## src/rtl/llbit_monitor.sv

```systemverilog
// llbit_monitor: multi-context LL/SC reservation monitor.
// Keeps one reservation (valid, granule address, age) per hardware context.
// It snoops committed stores and successful SCs so that a write from another
// context to a reserved granule kills the reservation. Per-context flushes and
// an optional lifetime also clear reservations.
//
// Ports:
//   clk, rst                 clock, synchronous active-high reset
//   ll_we/ll_ctx/ll_addr     LL commit (sets a reservation)
//   sc_req/sc_ctx/sc_addr    SC commit (checked against the reservation)
//   st_we/st_ctx/st_addr     ordinary store commit (snooped)
//   flush[NUM_CTX]           per-context reservation clear
//   sc_done/sc_ok            registered SC result, valid for one cycle
//   sc_done_ctx              context of the reported SC
//   llbit_o[NUM_CTX]         current reservation valid bit per context
module llbit_monitor #(
    parameter int unsigned NUM_CTX   = 2,
    parameter int unsigned ADDR_W    = 32,
    parameter int unsigned GRAN_BITS = 2,
    parameter int unsigned TIMEOUT   = 0
) (
    input  logic                                              clk,
    input  logic                                              rst,
    input  logic                                              ll_we,
    input  logic [((NUM_CTX > 1) ? $clog2(NUM_CTX) : 1)-1:0] ll_ctx,
    input  logic [ADDR_W-1:0]                                 ll_addr,
    input  logic                                              sc_req,
    input  logic [((NUM_CTX > 1) ? $clog2(NUM_CTX) : 1)-1:0] sc_ctx,
    input  logic [ADDR_W-1:0]                                 sc_addr,
    input  logic                                              st_we,
    input  logic [((NUM_CTX > 1) ? $clog2(NUM_CTX) : 1)-1:0] st_ctx,
    input  logic [ADDR_W-1:0]                                 st_addr,
    input  logic [NUM_CTX-1:0]                                flush,
    output logic                                              sc_done,
    output logic                                              sc_ok,
    output logic [((NUM_CTX > 1) ? $clog2(NUM_CTX) : 1)-1:0] sc_done_ctx,
    output logic [NUM_CTX-1:0]                                llbit_o
);

    localparam int unsigned CW    = (NUM_CTX > 1) ? $clog2(NUM_CTX) : 1;
    localparam int unsigned GW    = ADDR_W - GRAN_BITS;
    // A 1-bit age is kept (held at zero) when the timeout is disabled.
    localparam int unsigned AGE_W = (TIMEOUT > 0) ? $clog2(TIMEOUT + 1) : 1;

    logic [NUM_CTX-1:0] valid_q, valid_d;
    logic [GW-1:0]      addr_q [NUM_CTX];
    logic [GW-1:0]      addr_d [NUM_CTX];
    logic [AGE_W-1:0]   age_q  [NUM_CTX];
    logic [AGE_W-1:0]   age_d  [NUM_CTX];

    logic [GW-1:0] ll_g, sc_g, st_g;
    logic [GW-1:0] sel_addr;
    logic          sel_valid;
    logic          sel_flush;
    logic          st_hits_sc;
    logic          sc_ok_now_c;

    assign ll_g = ll_addr[ADDR_W-1:GRAN_BITS];
    assign sc_g = sc_addr[ADDR_W-1:GRAN_BITS];
    assign st_g = st_addr[ADDR_W-1:GRAN_BITS];

    // SC outcome from pre-edge state; out-of-range contexts select nothing and fail.
    always_comb begin
        sel_valid = 1'b0;
        sel_addr  = '0;
        sel_flush = 1'b0;
        for (int c = 0; c < int'(NUM_CTX); c++) begin
            if (sc_ctx == CW'(c)) begin
                sel_valid = valid_q[c];
                sel_addr  = addr_q[c];
                sel_flush = flush[c];
            end
        end
        st_hits_sc  = st_we && (st_ctx != sc_ctx) && (st_g == sc_g);
        sc_ok_now_c = sc_req && sel_valid && (sel_addr == sc_g) && !sel_flush && !st_hits_sc;
    end

    // Per-context next state, highest priority first (reset handled in the register).
    always_comb begin
        valid_d = valid_q;
        for (int c = 0; c < int'(NUM_CTX); c++) begin
            addr_d[c] = addr_q[c];
            age_d[c]  = age_q[c];
            if (flush[c]) begin
                valid_d[c] = 1'b0;
            end else if (ll_we && (ll_ctx == CW'(c))) begin
                addr_d[c]  = ll_g;
                age_d[c]   = '0;
                // A foreign write landing on the new granule in the same cycle wins.
                valid_d[c] = !((st_we && (st_ctx != CW'(c)) && (st_g == ll_g)) ||
                               (sc_ok_now_c && (sc_ctx != CW'(c)) && (sc_g == ll_g)));
            end else if (sc_req && (sc_ctx == CW'(c))) begin
                valid_d[c] = 1'b0;
            end else if ((st_we && (st_ctx != CW'(c)) && (st_g == addr_q[c])) ||
                         (sc_ok_now_c && (sc_ctx != CW'(c)) && (sc_g == addr_q[c]))) begin
                valid_d[c] = 1'b0;
            end else if ((TIMEOUT != 0) && valid_q[c] &&
                         (age_q[c] == AGE_W'(TIMEOUT - 1))) begin
                valid_d[c] = 1'b0;
            end else if ((TIMEOUT != 0) && valid_q[c]) begin
                age_d[c] = age_q[c] + AGE_W'(1);
            end
        end
    end

    // State and result registers.
    always_ff @(posedge clk) begin
        if (rst) begin
            valid_q     <= '0;
            sc_done     <= 1'b0;
            sc_ok       <= 1'b0;
            sc_done_ctx <= '0;
            for (int c = 0; c < int'(NUM_CTX); c++) begin
                addr_q[c] <= '0;
                age_q[c]  <= '0;
            end
        end else begin
            valid_q     <= valid_d;
            sc_done     <= sc_req;
            sc_ok       <= sc_ok_now_c;
            sc_done_ctx <= sc_ctx;
            for (int c = 0; c < int'(NUM_CTX); c++) begin
                addr_q[c] <= addr_d[c];
                age_q[c]  <= age_d[c];
            end
        end
    end

    assign llbit_o = valid_q;

endmodule
```

## config.mk

```make
export PLATFORM = sky130hd
export DESIGN_NAME = llbit_monitor
export DESIGN_NICKNAME = d
export VERILOG_FILES = /design/src/rtl/llbit_monitor.sv
export SDC_FILE = /design/constraint.sdc
export NUM_CORES = 1
export LEC_CHECK = 0
export CAP_MARGIN = 5
export CORE_MARGIN = 1
export CORE_UTILIZATION = 30
export CTS_BUF_LIST = sky130_fd_sc_hd__clkbuf_4 sky130_fd_sc_hd__clkbuf_8
export CTS_CLUSTER_SIZE = 20
export DETAILED_ROUTE_END_ITERATION = 12
export SYNTH_ARGS = -nofsm -noshare
export SYNTH_HDL_FRONTEND = slang
export SYNTH_SLANG_ARGS = --single-unit
```

## constraint.sdc

```tcl
create_clock -name clk -period 3.1 [get_ports clk]
set_input_delay 0.62 -clock clk [delete_from_list [all_inputs] [get_ports clk]]
set_output_delay 0.62 -clock clk [all_outputs]
set_load 0.1 [all_outputs]
```

* Yosys cells after proc, flatten, opt, wreduce, memory -nomap -nowiden *
Memory sizes are Yosys's and may differ from the RTL's.
Cells that the tools add are included.

storage, ports and cells
  bits in registers = 5
  bits in writable memories = 60
  memories kept = 1

memory list
  name    depth  bits a word  rd ports  clocked after memory_dff  write ports  line  text
  addr_q  2      30           2         0                         2            46    logic [GW-1:0] addr_q [NUM_CTX];

cells by class
  mux-type cells = 18
  reduce and logical (&&, ||, !) cells = 34
  equality and inequality tests = 9
  bitwise operators = 5

operators with widths
  operator               count
  == test 30 bit         8
  2-to-1 mux 30 bit      7
  logical AND 1 bit      22
  2-to-1 mux 1 bit       11
  nonzero test 3 bit     2
  logical NOT 1 bit      4
  logical OR 1 bit       4
  OR reduction 2 bit     2
  inverter 1 bit         3
  OR 1 bit               2
  inequality test 1 bit  1

* Longest topological paths before layout *
Gate-level depths: netlist of the first run.

  depth after elaboration = 11
  gate-level depth with buffers = 9
  gate-level depth less buffers = 6

* Least setup slack after synthesis of the first run *
No wires, ideal clock.

  path kind = flip-flop to flip-flop
  from = register valid_q[1] (netlist: llbit_o[1])
  to = register valid_q[0] (netlist: llbit_o[0])
  slack = 659 ps
  arrival time = 2304 ps
  setup time = 137 ps
  path buffers = 0
  period minus slack after synthesis = 2441 ps
  cell stages (with the launch flop) = 7
  cell sequence = dfxtp_1 > mux2i_1 > a211oi_2 > nand2_1 > or4_4 > a2111oi_4 > o221ai_1

on the way
  word-level cells in the longest chain between the ends = 10
  elaborated cells on any way between the ends = 13
  classes of those cells = 2 x mux; 11 x reduce/logical

RTL lines
  element                            line    text
  from (decl)                        45      logic [NUM_CTX-1:0] valid_q, valid_d;
  from (signal assigned)             118     valid_q <= valid_d;
  2-to-1 mux 1 bit *                 68      if (sc_ctx == CW'(c)) begin
  logical AND 1 bit * (4 in series)  75      sc_ok_now_c = sc_req && sel_valid && (sel_addr == sc_g) && !sel_flush && !st_hits_sc;
  logical AND 1 bit *                91, 95
  logical AND 1 bit                  91      (sc_ok_now_c && (sc_ctx != CW'(c)) && (sc_g == ll_g)));
  logical OR 1 bit                   90      valid_d[c] = !((st_we && (st_ctx != CW'(c)) && (st_g == ll_g)) ||
  logical NOT 1 bit                  90
  2-to-1 mux 1 bit                   86      end else if (ll_we && (ll_ctx == CW'(c))) begin

Mark *: on every way between the ends. The rest lies on a longest branch, timed or not.
A chain may end at the register's enable or synchronous reset.

* Final worst setup path of the first run *
  from = input sc_ctx
  to = register valid_q[0] (netlist: llbit_o[0])

on the way
  word-level cells in the longest chain between the ends = 10
  elaborated cells on any way between the ends = 24
  classes of those cells = 2 x eq/ne; 5 x mux; 1 x bitwise; 16 x reduce/logical

RTL lines
  element                                                 line    text
  from (decl)                                             28      input logic [((NUM_CTX > 1) ? $clog2(NUM_CTX) : 1)-1:0] sc_ctx,
  2-to-1 mux 30 bit, or another cell as far along         68
  == test 30 bit, or another cell as far along            75
  logical AND 1 bit (on tied branches)                    75, 74
  logical AND 1 bit or logical NOT 1 bit (tied branches)  75
  logical AND 1 bit                                       75
  logical AND 1 bit                                       91, 95
  logical AND 1 bit                                       91
  logical OR 1 bit                                        90
  logical NOT 1 bit                                       90
  2-to-1 mux 1 bit                                        86

Several ways; a longest one is shown, not always the timed one.

==> impl_metrics.xml, run 1 <==
<?xml version="1.0" encoding="UTF-8"?>
<metrics>
  <group name="pwr">
    <metric name="pd_cells" unit="nW/um^2">354.1</metric>
    <metric name="ir_worst_vdd" unit="mV">0.1824</metric>
    <metric name="p_leak" unit="nW">2.077</metric>
  </group>
  <group name="logic_synthesis">
    <metric name="post_synthesis_sequential_area_ratio" unit="%">25.01</metric>
    <metric name="cells_after_synth" unit="">672</metric>
    <metric name="yosysWarningCount" unit="">0</metric>
    <metric name="synthesis.area_per_instance" unit="um^2">7.742</metric>
    <metric name="synth_fp_nets" unit="">778</metric>
    <metric name="ys_seq_elements" unit="">65</metric>
    <metric name="mappedNetlistArea" unit="um^2">5202</metric>
    <metric name="yosys.cell_types.count" unit="">32</metric>
  </group>
  <group name="clock_tree">
    <metric name="clock_insertion_delay_worst_skew" unit="ns">0.38</metric>
    <metric name="ctsHtreeMaxLevel" unit="">3</metric>
    <metric name="cts_buffers" unit="">9</metric>
    <metric name="cts_max_path_buffers" unit="">2</metric>
    <metric name="postCtsSetupBuffers" unit="">0</metric>
    <metric name="cts_hold_repair.buffers" unit="">0</metric>
    <metric name="tritoncts" unit="">built</metric>
    <metric name="cts_num_sinks" unit="">65</metric>
    <metric name="path_clk_slew" unit="ns">0.06</metric>
    <metric name="root_buffer" unit="">clkbuf_8</metric>
    <metric name="post_cts.resized_instances" unit="">0</metric>
  </group>
  <group name="setup_path">
    <metric name="slowest_stage" unit="">or4_4</metric>
    <metric name="worst_ep_required_time" unit="ns">3.34</metric>
    <metric name="timing.critical_path.from" unit="">sc_ctx</metric>
    <metric name="crit_path_end_kind" unit="">flip-flop</metric>
    <metric name="cp_data_arrival_time" unit="ns">2.93</metric>
    <metric name="cp_cell_sequence" unit="">clkdlybuf4s50_1 &gt; buf_12 &gt; mux2i_1 &gt; xor2_1 &gt; o2111ai_1 &gt; or4_4 &gt; a2111oi_4 &gt; o221ai_1</metric>
    <metric name="critical_path_depth" unit="">8</metric>
    <metric name="critical_path_type" unit="">in -&gt; reg</metric>
    <metric name="ff2ff_setup_slack" unit="ns">0.92</metric>
    <metric name="r2r-end" unit="">llbit_o[0]$_SDFFE_PP0P_</metric>
    <metric name="crit_path_start_kind" unit="">primary input</metric>
    <metric name="cp.buffers_inverters" unit="">2</metric>
    <metric name="path_max_fanout" unit="">19</metric>
    <metric name="regToRegStartpoint" unit="">addr_q[0][29]$_SDFFE_PP0P_</metric>
    <metric name="worst-r2r-cell-count" unit="">6</metric>
    <metric name="critical_path.top_delay_family" unit="">buffers and inverters</metric>
    <metric name="critical-path-max-stage-delay" unit="ns">0.55</metric>
  </group>
  <group name="route">
    <metric name="route.vias.total" unit="">4829</metric>
    <metric name="wire_per_inst" unit="um">19.67</metric>
    <metric name="final_antenna_net_count" unit="">0</metric>
    <metric name="remaining_drc_errors" unit="">0</metric>
    <metric name="drt_wirelength" unit="mm">18.92</metric>
    <metric name="drtIter0Drc" unit="">379</metric>
    <metric name="drt-vias-per-instance" unit="">5.020</metric>
    <metric name="initial_drt_pass_iterations" unit="">5</metric>
  </group>
  <group name="global_route">
    <metric name="groute.usage.overall" unit="%">21.98</metric>
    <metric name="top_usage_layer" unit="">met2</metric>
    <metric name="global_route.usage.met1" unit="%">28.64</metric>
    <metric name="grt.met3_usage" unit="%">4.642</metric>
    <metric name="antenna_violations_before_repair" unit="">0</metric>
    <metric name="grt_first_pass_wirelength" unit="mm">28.86</metric>
    <metric name="grt_pass1_vias" unit="">4818</metric>
    <metric name="gr-total-overflow" unit="">0</metric>
    <metric name="global_route.usage.met2" unit="%">35.56</metric>
    <metric name="largest_net_degree_at_the_start_of_global_routing" unit="">34</metric>
  </group>
  <group name="timing">
    <metric name="layout_worst_path_cycle_share" unit="%">86.89</metric>
    <metric name="worst_pin_slew" unit="ns">0.7116</metric>
    <metric name="layout_setup_ws" unit="ns">0.4064</metric>
    <metric name="setup-violations-final" unit="">0</metric>
    <metric name="timing.setup.tns" unit="ns">0</metric>
    <metric name="finalHoldViolations" unit="">0</metric>
    <metric name="achievable-frequency" unit="MHz">371.3</metric>
    <metric name="slew_viol_final" unit="">0</metric>
    <metric name="timing.clock.skew" unit="ns">0.01057</metric>
    <metric name="rsz0062_at_grt" unit="">no</metric>
    <metric name="final_period_minus_worst_setup_slack" unit="ns">2.694</metric>
    <metric name="worst_slew_margin_rel" unit="%">52.56</metric>
  </group>
  <group name="outcome">
    <metric name="run_status" unit="">completed</metric>
  </group>
  <group name="layout">
    <metric name="areaGrowthSynthToFinish" unit="%">26.41</metric>
    <metric name="n_antenna_cell" unit="">0</metric>
    <metric name="finish.net_count" unit="">845</metric>
    <metric name="finish.utilization" unit="%">39.24</metric>
    <metric name="drive_above_1_share" unit="%">6.739</metric>
    <metric name="fillCellCount" unit="">1755</metric>
    <metric name="finish.instance_area" unit="um^2">6576</metric>
  </group>
  <group name="place">
    <metric name="dp_slack" unit="ns">0.03788</metric>
    <metric name="dp_hpwl" unit="mm">14.97</metric>
    <metric name="place_area" unit="um^2">6389</metric>
    <metric name="gp_routability_congestion" unit="">1.009</metric>
    <metric name="io_buffers" unit="">104</metric>
  </group>
  <group name="floorplan">
    <metric name="floorplan.io_pins" unit="">111</metric>
    <metric name="total_core_area" unit="um^2">16760</metric>
    <metric name="fp.dieArea" unit="um^2">17870</metric>
    <metric name="floorplan.initialDensity" unit="%">31.04</metric>
    <metric name="placement_rows" unit="">47</metric>
    <metric name="die_w" unit="um">133.7</metric>
    <metric name="die-height" unit="um">133.7</metric>
  </group>
  <group name="flow_run">
    <metric name="max-cap-violations" unit="">0</metric>
  </group>
  <group name="worst_hold_path">
    <metric name="min_from" unit="">addr_q[0][43]$_SDFFE_PP0P_</metric>
    <metric name="whs_endpoint" unit="">addr_q[0][43]$_SDFFE_PP0P_</metric>
    <metric name="hold-path-cell-count" unit="">2</metric>
    <metric name="timing.hold.worst.class" unit="">reg -&gt; reg</metric>
  </group>
</metrics>
per-layer routing:
layer | wire (um) | vias up
met5 | 0 | -
li1 | - | 2341
met2 | 8641 | 187
met4 | 585 | 0
met1 | 8415 | 2267
met3 | 1275 | 34
kinds of logic (layout without fill, tap and decap cells):
group / count (synthesis) / in the layout / synth area share, %
and+or+nand+nor: 220 / 220 / 20.11
xor gates and xnor gates: 225 / 225 / 37.88
AOI/OAI and AO/OA: 73 / 73 / 7.913
muxes: 17 / 17 / 3.271
DFF: 65 / 65 / 25.01
buffers and inverters: 72 / 142 / 5.820
placed cells by master, fill, tap and decap left out, types with 2 or more instances in the layout:
master           synthesis  routed
nor2b_1                  4       4
nor2_1                   6       4
a21oi_1                 64      64
clkbuf_8                 0      10
xnor2_1                182     182
nand3_1                  7       7
nor4_1                  23      23
nand2_1                125     125
or2_2                    2       2
buf_4                    0      26
mux2i_1                 17      17
nand4_1                 45      45
xor2_1                  43      43
nor2_2                   0       2
nor3_1                   3       3
dfxtp_1                 65      65
o21ai_0                  3       3
clkdlybuf4s50_1          0      98
cells in the mapped netlist:
library cell / n / area [um^2]
a2111oi_4: 1 / 27.53
a211oi_2: 1 / 12.51
a21oi_1: 64 / 320.3
and4_1: 1 / 8.760
buf_1: 3 / 11.26
buf_12: 1 / 20.02
buf_2: 1 / 5.000
buf_6: 2 / 22.52
clkbuf_1: 63 / 236.5
dfxtp_1: 65 / 1301
inv_1: 1 / 3.750
inv_2: 1 / 3.750
mux2i_1: 17 / 170.2
nand2_1: 125 / 469.2
nand2b_1: 1 / 6.260
nand3_1: 7 / 35.03
nand4_1: 45 / 281.5
nor2_1: 6 / 22.52
nor2b_1: 4 / 25.02
nor3_1: 3 / 15.01
nor4_1: 23 / 143.9
nor4b_1: 1 / 8.760
o2111a_1: 1 / 11.26
o2111ai_1: 1 / 8.760
o211ai_1: 1 / 7.510
o21ai_0: 3 / 15.01
o221ai_1: 1 / 8.760
or2_2: 2 / 12.51
or3_1: 1 / 6.260
or4_4: 1 / 11.26
xnor2_1: 182 / 1594
xor2_1: 43 / 376.6
worst reg2reg max path: stages, from the launching register on:
cell	delay, ns
dfxtp_1	0.54
mux2i_1	0.14
a211oi_2	0.26
nand2_1	0.10
or4_4	0.55
a2111oi_4	0.29
o221ai_1	0.17
worst max path at each step:
stage                              end
2_1_floorplan  llbit_o[0]$_SDFFE_PP0P_
3_3_place_gp   llbit_o[0]$_SDFFE_PP0P_
3_5_place_dp   llbit_o[0]$_SDFFE_PP0P_
4_1_cts        llbit_o[0]$_SDFFE_PP0P_
5_1_grt        llbit_o[0]$_SDFFE_PP0P_
6_report       llbit_o[0]$_SDFFE_PP0P_
stage by stage:
step	cells	hold slack, ns	total power, W
final	962	0.4949	0.002329
after global routing	962	0.5150	0.002422
after CTS	962	0.4979	0.002332
after detailed placement	948	0.4891	0.001602
after global placement	948	0.4833	0.001602
after floorplan	672	0.4727	0.001309
power by group:
| group | total [W] | switching (W) | leakage (nW) | internal, W |
|---|---|---|---|---|
| sequential | 0.000902 | 0.0000381 | 0.529 | 0.000864 |
| clock | 0.000736 | 0.000344 | 0.0947 | 0.000392 |
| combinational | 0.000691 | 0.000369 | 1.45 | 0.000322 |
area by class of cell:
cell class,instances,area (um^2),area share [%]
sequential,65,1301,19.79
timing repair buffer,126,1201,18.26
inverter,2,7.507,0.1142
tap,220,275.3,4.186
multi-input combinational,535,3603,54.79
clock buffer,11,145.1,2.207
clock inverter,3,42.54,0.6469
sequential cells by signal, indices dropped and copies added, names as in the netlist:
signal and count:
llbit_o 2, sc_done 1, addr_q 60, sc_done_ctx 1, sc_ok 1
Power figures use the tool's default switching activity.
==> run 2: changes to the inputs <==
Settings changed: CORE_UTILIZATION 30 to 55, PLACE_DENSITY from default to 0.85.
==> impl_metrics.xml, run 2 (synthesis results as in run 1) <==
<?xml version="1.0" encoding="UTF-8"?>
<metrics>
  <group name="outcome">
    <metric name="run_status" unit="">completed</metric>
  </group>
  <group name="floorplan">
    <metric name="floorplan.initialDensity" unit="%">56.57</metric>
    <metric name="die_w" unit="um">99.26</metric>
    <metric name="fp.dieArea" unit="um^2">9852</metric>
    <metric name="placement_rows" unit="">35</metric>
    <metric name="die-height" unit="um">99.26</metric>
    <metric name="floorplan.io_pins" unit="">111</metric>
    <metric name="total_core_area" unit="um^2">9196</metric>
  </group>
  <group name="clock_tree">
    <metric name="cts_num_sinks" unit="">65</metric>
    <metric name="post_cts.resized_instances" unit="">0</metric>
    <metric name="cts_max_path_buffers" unit="">2</metric>
    <metric name="clock_insertion_delay_worst_skew" unit="ns">0.36</metric>
    <metric name="ctsHtreeMaxLevel" unit="">3</metric>
    <metric name="root_buffer" unit="">clkbuf_8</metric>
    <metric name="tritoncts" unit="">built</metric>
    <metric name="cts_buffers" unit="">9</metric>
    <metric name="path_clk_slew" unit="ns">0.08</metric>
    <metric name="cts_hold_repair.buffers" unit="">0</metric>
    <metric name="postCtsSetupBuffers" unit="">0</metric>
  </group>
  <group name="layout">
    <metric name="layout_common_cells" unit="">xnor2_1 (182), nand2_1 (125), clkdlybuf4s50_1 (98)</metric>
    <metric name="finish.net_count" unit="">839</metric>
    <metric name="multi_input_comb_area" unit="um^2">3603</metric>
    <metric name="final-seq-area" unit="um^2">1301</metric>
    <metric name="n_antenna_cell" unit="">0</metric>
    <metric name="fillCellCount" unit="">763</metric>
    <metric name="drive_above_1_share" unit="%">6.233</metric>
    <metric name="areaGrowthSynthToFinish" unit="%">23.06</metric>
    <metric name="largest-register" unit="">addr_q</metric>
    <metric name="layout.cells.most_common" unit="">xnor2_1</metric>
    <metric name="largest_register_ff_count" unit="">60</metric>
  </group>
  <group name="pwr">
    <metric name="power.combinational.fraction" unit="%">29.3</metric>
    <metric name="p_leak" unit="nW">2.053</metric>
    <metric name="ir_worst_vdd" unit="mV">0.2775</metric>
    <metric name="switching_power" unit="W">0.0007882</metric>
    <metric name="power.share.sequential" unit="%">38.2</metric>
    <metric name="internal-power" unit="W">0.001571</metric>
    <metric name="fraction_of_power_spent_switching_nets" unit="%">33.41</metric>
    <metric name="power.share.clock" unit="%">32.6</metric>
    <metric name="pd_cells" unit="nW/um^2">368.4</metric>
  </group>
  <group name="worst_hold_path">
    <metric name="min_from" unit="">addr_q[0][1]$_SDFFE_PP0P_</metric>
    <metric name="whs_endpoint" unit="">addr_q[0][1]$_SDFFE_PP0P_</metric>
    <metric name="timing.hold.worst.class" unit="">reg -&gt; reg</metric>
    <metric name="hold-path-cell-count" unit="">2</metric>
  </group>
  <group name="route">
    <metric name="route.vias.total" unit="">5055</metric>
    <metric name="remaining_drc_errors" unit="">0</metric>
    <metric name="drt-vias-per-instance" unit="">5.954</metric>
    <metric name="final_antenna_net_count" unit="">0</metric>
    <metric name="initial_drt_pass_iterations" unit="">5</metric>
    <metric name="drtIter0Drc" unit="">315</metric>
    <metric name="drt_wirelength" unit="mm">18.39</metric>
    <metric name="wire_per_inst" unit="um">21.66</metric>
  </group>
  <group name="setup_path">
    <metric name="path_max_fanout" unit="">22</metric>
    <metric name="r2r-end" unit="">llbit_o[0]$_SDFFE_PP0P_</metric>
    <metric name="regToRegStartpoint" unit="">addr_q[0][52]$_SDFFE_PP0P_</metric>
    <metric name="crit_path_end_kind" unit="">flip-flop</metric>
    <metric name="critical_path_type" unit="">in -&gt; reg</metric>
    <metric name="worst-r2r-cell-count" unit="">7</metric>
    <metric name="crit_path_start_kind" unit="">primary input</metric>
    <metric name="cp_data_arrival_time" unit="ns">2.92</metric>
    <metric name="ff2ff_setup_slack" unit="ns">0.96</metric>
    <metric name="worst_ep_required_time" unit="ns">3.32</metric>
  </group>
  <group name="place">
    <metric name="dp_hpwl" unit="mm">14.51</metric>
    <metric name="io_buffers" unit="">104</metric>
    <metric name="gp_routability_congestion" unit="">0.9928</metric>
    <metric name="dp_slack" unit="ns">0.05735</metric>
  </group>
  <group name="global_route">
    <metric name="largest_net_degree_at_the_start_of_global_routing" unit="">31</metric>
    <metric name="antenna_violations_before_repair" unit="">0</metric>
    <metric name="grt_first_pass_wirelength" unit="mm">28.06</metric>
    <metric name="gr-total-overflow" unit="">0</metric>
    <metric name="groute.usage.overall" unit="%">38.22</metric>
    <metric name="grt_pass1_vias" unit="">5136</metric>
  </group>
  <group name="timing">
    <metric name="finalHoldViolations" unit="">0</metric>
    <metric name="final_period_minus_worst_setup_slack" unit="ns">2.692</metric>
    <metric name="rsz0062_at_grt" unit="">no</metric>
    <metric name="worst_slew_margin_rel" unit="%">50.47</metric>
    <metric name="layout_setup_ws" unit="ns">0.4076</metric>
    <metric name="timing.clock.skew" unit="ns">0.01135</metric>
    <metric name="layout_worst_path_cycle_share" unit="%">86.85</metric>
    <metric name="worst_pin_slew" unit="ns">0.7429</metric>
    <metric name="setup-violations-final" unit="">0</metric>
    <metric name="slew_viol_final" unit="">0</metric>
    <metric name="timing.setup.tns" unit="ns">0</metric>
    <metric name="achievable-frequency" unit="MHz">371.4</metric>
  </group>
  <group name="flow_run">
    <metric name="max-cap-violations" unit="">0</metric>
  </group>
</metrics>
-- run 2: power groups by stage --
stage	combinational, W	sequential [W]	clock (W)
floorplan	0.000374	0.000935	0
global placement	0.000671	0.000917	0
detailed placement	0.000675	0.000919	0
CTS	0.000680	0.000900	0.000758
global route	0.000727	0.000904	0.000798
finish	0.000690	0.000900	0.000769
-- run 2: how the worst max path moves through the flow --
stage	startpoint	to	slack [ns]	depth (start not counted)
after floorplan	llbit_o[1]$_SDFFE_PP0P_	llbit_o[0]$_SDFFE_PP0P_	0.66	6
after global placement	sc_ctx	llbit_o[0]$_SDFFE_PP0P_	0.1	8
after detailed placement	sc_ctx	llbit_o[0]$_SDFFE_PP0P_	0.06	8
after CTS	sc_ctx	llbit_o[0]$_SDFFE_PP0P_	0.41	8
after global routing	sc_ctx	llbit_o[0]$_SDFFE_PP0P_	0.36	8
final	sc_ctx	llbit_o[0]$_SDFFE_PP0P_	0.41	8
-- run 2: layout make-up --
cell class              count  area share (%)
clock buffers              11           2.169
clock inverters             5          0.8794
inverters                   2          0.1173
multi-input cells         535           56.28
flip-flops and latches     65           20.32
well taps                 111           2.169
repair buffers            120           18.06
-- run 2: critical path, stage by stage --
cell and delay (ns):
clkdlybuf4s50_1 0.51, buf_12 0.21, mux2i_1 0.26, xor2_1 0.23, nand2_1 0.09, or4_4 0.55, a2111oi_4 0.27, o221ai_1 0.16
-- run 2: routing by layer --
layer | global-route usage (%) | vias to the layer above | wire length, um | part of all wire [%]
met5 | 0 | - | 0 | 0
met4 | 21.27 | 0 | 983 | 5.3
met2 | 63.03 | 240 | 8600 | 47
met1 | 46.78 | 2424 | 7559 | 41
met3 | 7.519 | 57 | 1250 | 6.8
li1 | - | 2334 | - | -
-- run 2: through the flow --
| stage | utilization (%) | power, W | std cells | hold slack (ns) | area, um^2 |
|---|---|---|---|---|---|
| finish | 69.62 | 0.002359 | 849 | 0.4984 | 6402 |
| global route | 69.62 | 0.002429 | 849 | 0.5197 | 6402 |
| CTS | 69.62 | 0.002337 | 849 | 0.4960 | 6402 |
| detailed placement | 67.50 | 0.001595 | 833 | 0.4860 | 6207 |
| global placement | 67.50 | 0.001588 | 833 | 0.4797 | 6207 |
| floorplan | - | 0.001309 | 672 | 0.4727 | 5202 |
==> run 3: changes to the inputs <==
Settings changed: CORE_UTILIZATION 55 to 53, PLACE_DENSITY 0.85 to 0.83.
Clock period 3.1 ns to 2.63 ns, I/O delays scaled along.
==> impl_metrics.xml, run 3 (synthesis results as in run 1) <==
<?xml version="1.0" encoding="UTF-8"?>
<metrics>
  <group name="global_route">
    <metric name="antenna_violations_before_repair" unit="">0</metric>
    <metric name="grt_pass1_vias" unit="">5271</metric>
    <metric name="groute.usage.overall" unit="%">39.34</metric>
    <metric name="gr-total-overflow" unit="">0</metric>
    <metric name="largest_net_degree_at_the_start_of_global_routing" unit="">33</metric>
    <metric name="grt_first_pass_wirelength" unit="mm">29.30</metric>
  </group>
  <group name="setup_path">
    <metric name="crit_path_start_kind" unit="">primary input</metric>
    <metric name="cp_cell_sequence" unit="">clkdlybuf4s50_1 &gt; xnor2_1 &gt; nand4_1 &gt; nor4_1 &gt; buf_4 &gt; mux2i_1 &gt; a2111oi_4 &gt; o221ai_1</metric>
    <metric name="ff2ff_setup_slack" unit="ns">0.35</metric>
    <metric name="timing.critical_path.from" unit="">sc_addr[22]</metric>
    <metric name="cp_data_arrival_time" unit="ns">2.77</metric>
    <metric name="path_max_fanout" unit="">3</metric>
    <metric name="cp.buffers_inverters" unit="">2</metric>
    <metric name="critical_path_type" unit="">in -&gt; reg</metric>
    <metric name="crit_path_end_kind" unit="">flip-flop</metric>
    <metric name="regToRegStartpoint" unit="">addr_q[0][59]$_SDFFE_PP0P_</metric>
    <metric name="critical-path-max-stage-delay" unit="ns">0.47</metric>
    <metric name="slowest_stage" unit="">clkdlybuf4s50_1</metric>
    <metric name="critical_path.top_delay_family" unit="">buffers and inverters</metric>
    <metric name="worst_ep_required_time" unit="ns">2.84</metric>
  </group>
  <group name="place">
    <metric name="place_area" unit="um^2">6578</metric>
    <metric name="dp_hpwl" unit="mm">15.23</metric>
    <metric name="io_buffers" unit="">104</metric>
    <metric name="gp_routability_congestion" unit="">1.020</metric>
  </group>
  <group name="layout">
    <metric name="largest_register_ff_count" unit="">60</metric>
    <metric name="finish.net_count" unit="">890</metric>
    <metric name="largest-register" unit="">addr_q</metric>
    <metric name="layout.cells.most_common" unit="">xnor2_1</metric>
    <metric name="n_antenna_cell" unit="">0</metric>
    <metric name="finish.utilization" unit="%">73.18</metric>
    <metric name="drive_above_1_share" unit="%">12.82</metric>
    <metric name="finish.instance_area" unit="um^2">6858</metric>
    <metric name="areaGrowthSynthToFinish" unit="%">31.82</metric>
    <metric name="layout_common_cells" unit="">xnor2_1 (181), nand2_1 (125), clkdlybuf4s50_1 (96)</metric>
  </group>
  <group name="flow_run">
    <metric name="max-cap-violations" unit="">0</metric>
  </group>
  <group name="timing">
    <metric name="worst_slew_margin_rel" unit="%">49.86</metric>
    <metric name="finalHoldViolations" unit="">0</metric>
    <metric name="timing.clock.skew" unit="ns">0.01246</metric>
    <metric name="slew_viol_final" unit="">0</metric>
    <metric name="setup-violations-final" unit="">0</metric>
    <metric name="worst_pin_slew" unit="ns">0.7521</metric>
    <metric name="final_period_minus_worst_setup_slack" unit="ns">2.556</metric>
    <metric name="rsz0062_at_grt" unit="">no</metric>
    <metric name="achievable-frequency" unit="MHz">391.2</metric>
    <metric name="layout_worst_path_cycle_share" unit="%">97.19</metric>
  </group>
  <group name="route">
    <metric name="final_antenna_net_count" unit="">0</metric>
    <metric name="wire_per_inst" unit="um">21.13</metric>
    <metric name="initial_drt_pass_iterations" unit="">5</metric>
    <metric name="route.vias.total" unit="">5215</metric>
    <metric name="drt_wirelength" unit="mm">19.38</metric>
    <metric name="drt-vias-per-instance" unit="">5.687</metric>
    <metric name="drtIter0Drc" unit="">317</metric>
    <metric name="remaining_drc_errors" unit="">0</metric>
  </group>
  <group name="worst_hold_path">
    <metric name="timing.hold.worst.class" unit="">in -&gt; reg</metric>
    <metric name="min_from" unit="">rst</metric>
  </group>
  <group name="clock_tree">
    <metric name="root_buffer" unit="">clkbuf_8</metric>
    <metric name="path_clk_slew" unit="ns">0.07</metric>
    <metric name="cts_buffers" unit="">9</metric>
    <metric name="cts_max_path_buffers" unit="">2</metric>
    <metric name="cts_num_sinks" unit="">65</metric>
    <metric name="clock_insertion_delay_worst_skew" unit="ns">0.36</metric>
    <metric name="tritoncts" unit="">built</metric>
    <metric name="ctsHtreeMaxLevel" unit="">3</metric>
  </group>
  <group name="floorplan">
    <metric name="floorplan.initialDensity" unit="%">55.51</metric>
    <metric name="die-height" unit="um">101.1</metric>
    <metric name="die_w" unit="um">101.1</metric>
    <metric name="placement_rows" unit="">35</metric>
    <metric name="fp.dieArea" unit="um^2">10220</metric>
    <metric name="floorplan.io_pins" unit="">111</metric>
    <metric name="total_core_area" unit="um^2">9371</metric>
  </group>
  <group name="pwr">
    <metric name="ir_worst_vdd" unit="mV">0.2722</metric>
    <metric name="pd_cells" unit="nW/um^2">428.7</metric>
    <metric name="p_leak" unit="nW">2.329</metric>
    <metric name="total_power" unit="W">0.002940</metric>
  </group>
  <group name="outcome">
    <metric name="run_status" unit="">completed</metric>
  </group>
</metrics>
==> run 3: final timing paths <==
path / endpoint / cells past startpoint
worst min-delay path: sc_done$_SDFF_PP0_ / 2
worst min register to register: addr_q[0][38]$_SDFFE_PP0P_ / 2
worst max register to register: llbit_o[0]$_SDFFE_PP0P_ / 6
worst max-delay path: llbit_o[0]$_SDFFE_PP0P_ / 8
==> run 3: power breakdown <==
part / internal [W] / switching, W / total, W
Sequential: 0.00102 / 0.0000459 / 0.00106
Clock: 0.000576 / 0.000430 / 0.00101
Combinational: 0.000423 / 0.000447 / 0.000870
==> run 3: metrics by stage <==
stage	cells	hold WS [ns]	worst slack, ns	setup TNS [ns]
after floorplan	672	0.4727	0.1891	0
after global placement	899	0.4805	-0.2357	-0.6447
after CTS	914	0.4021	0.09402	0
after global routing	917	0.4124	0.001350	0
after detailed placement	899	0.4850	-0.2408	-0.6494
final	917	0.4174	0.07378	0
==> run 3: per-layer routing <==
metal	vias up	global-route usage (%)	wire length, um
met2	309	67.45	9344
li1	2438	-	-
met5	-	0	0
met4	0	20.85	984
met3	66	5.340	1539
met1	2402	47.61	7509
==> run 3: layout make-up <==
type	instances	area [um^2]
clock buffers	12	152.6
multi-input cells	535	3631
clock inverters	3	65.06
well taps	129	161.4
inverters	2	7.507
flip-flops and latches	65	1301
repair buffers	171	1539
fillers	772	2514
==> run 3: repair_timing <==
item / CTS / global route
buffers inserted: 0 / 3
endpoints found under the setup margin: 0 / 2
hold buffers: 0 / 0
resized for setup: 0 / 9
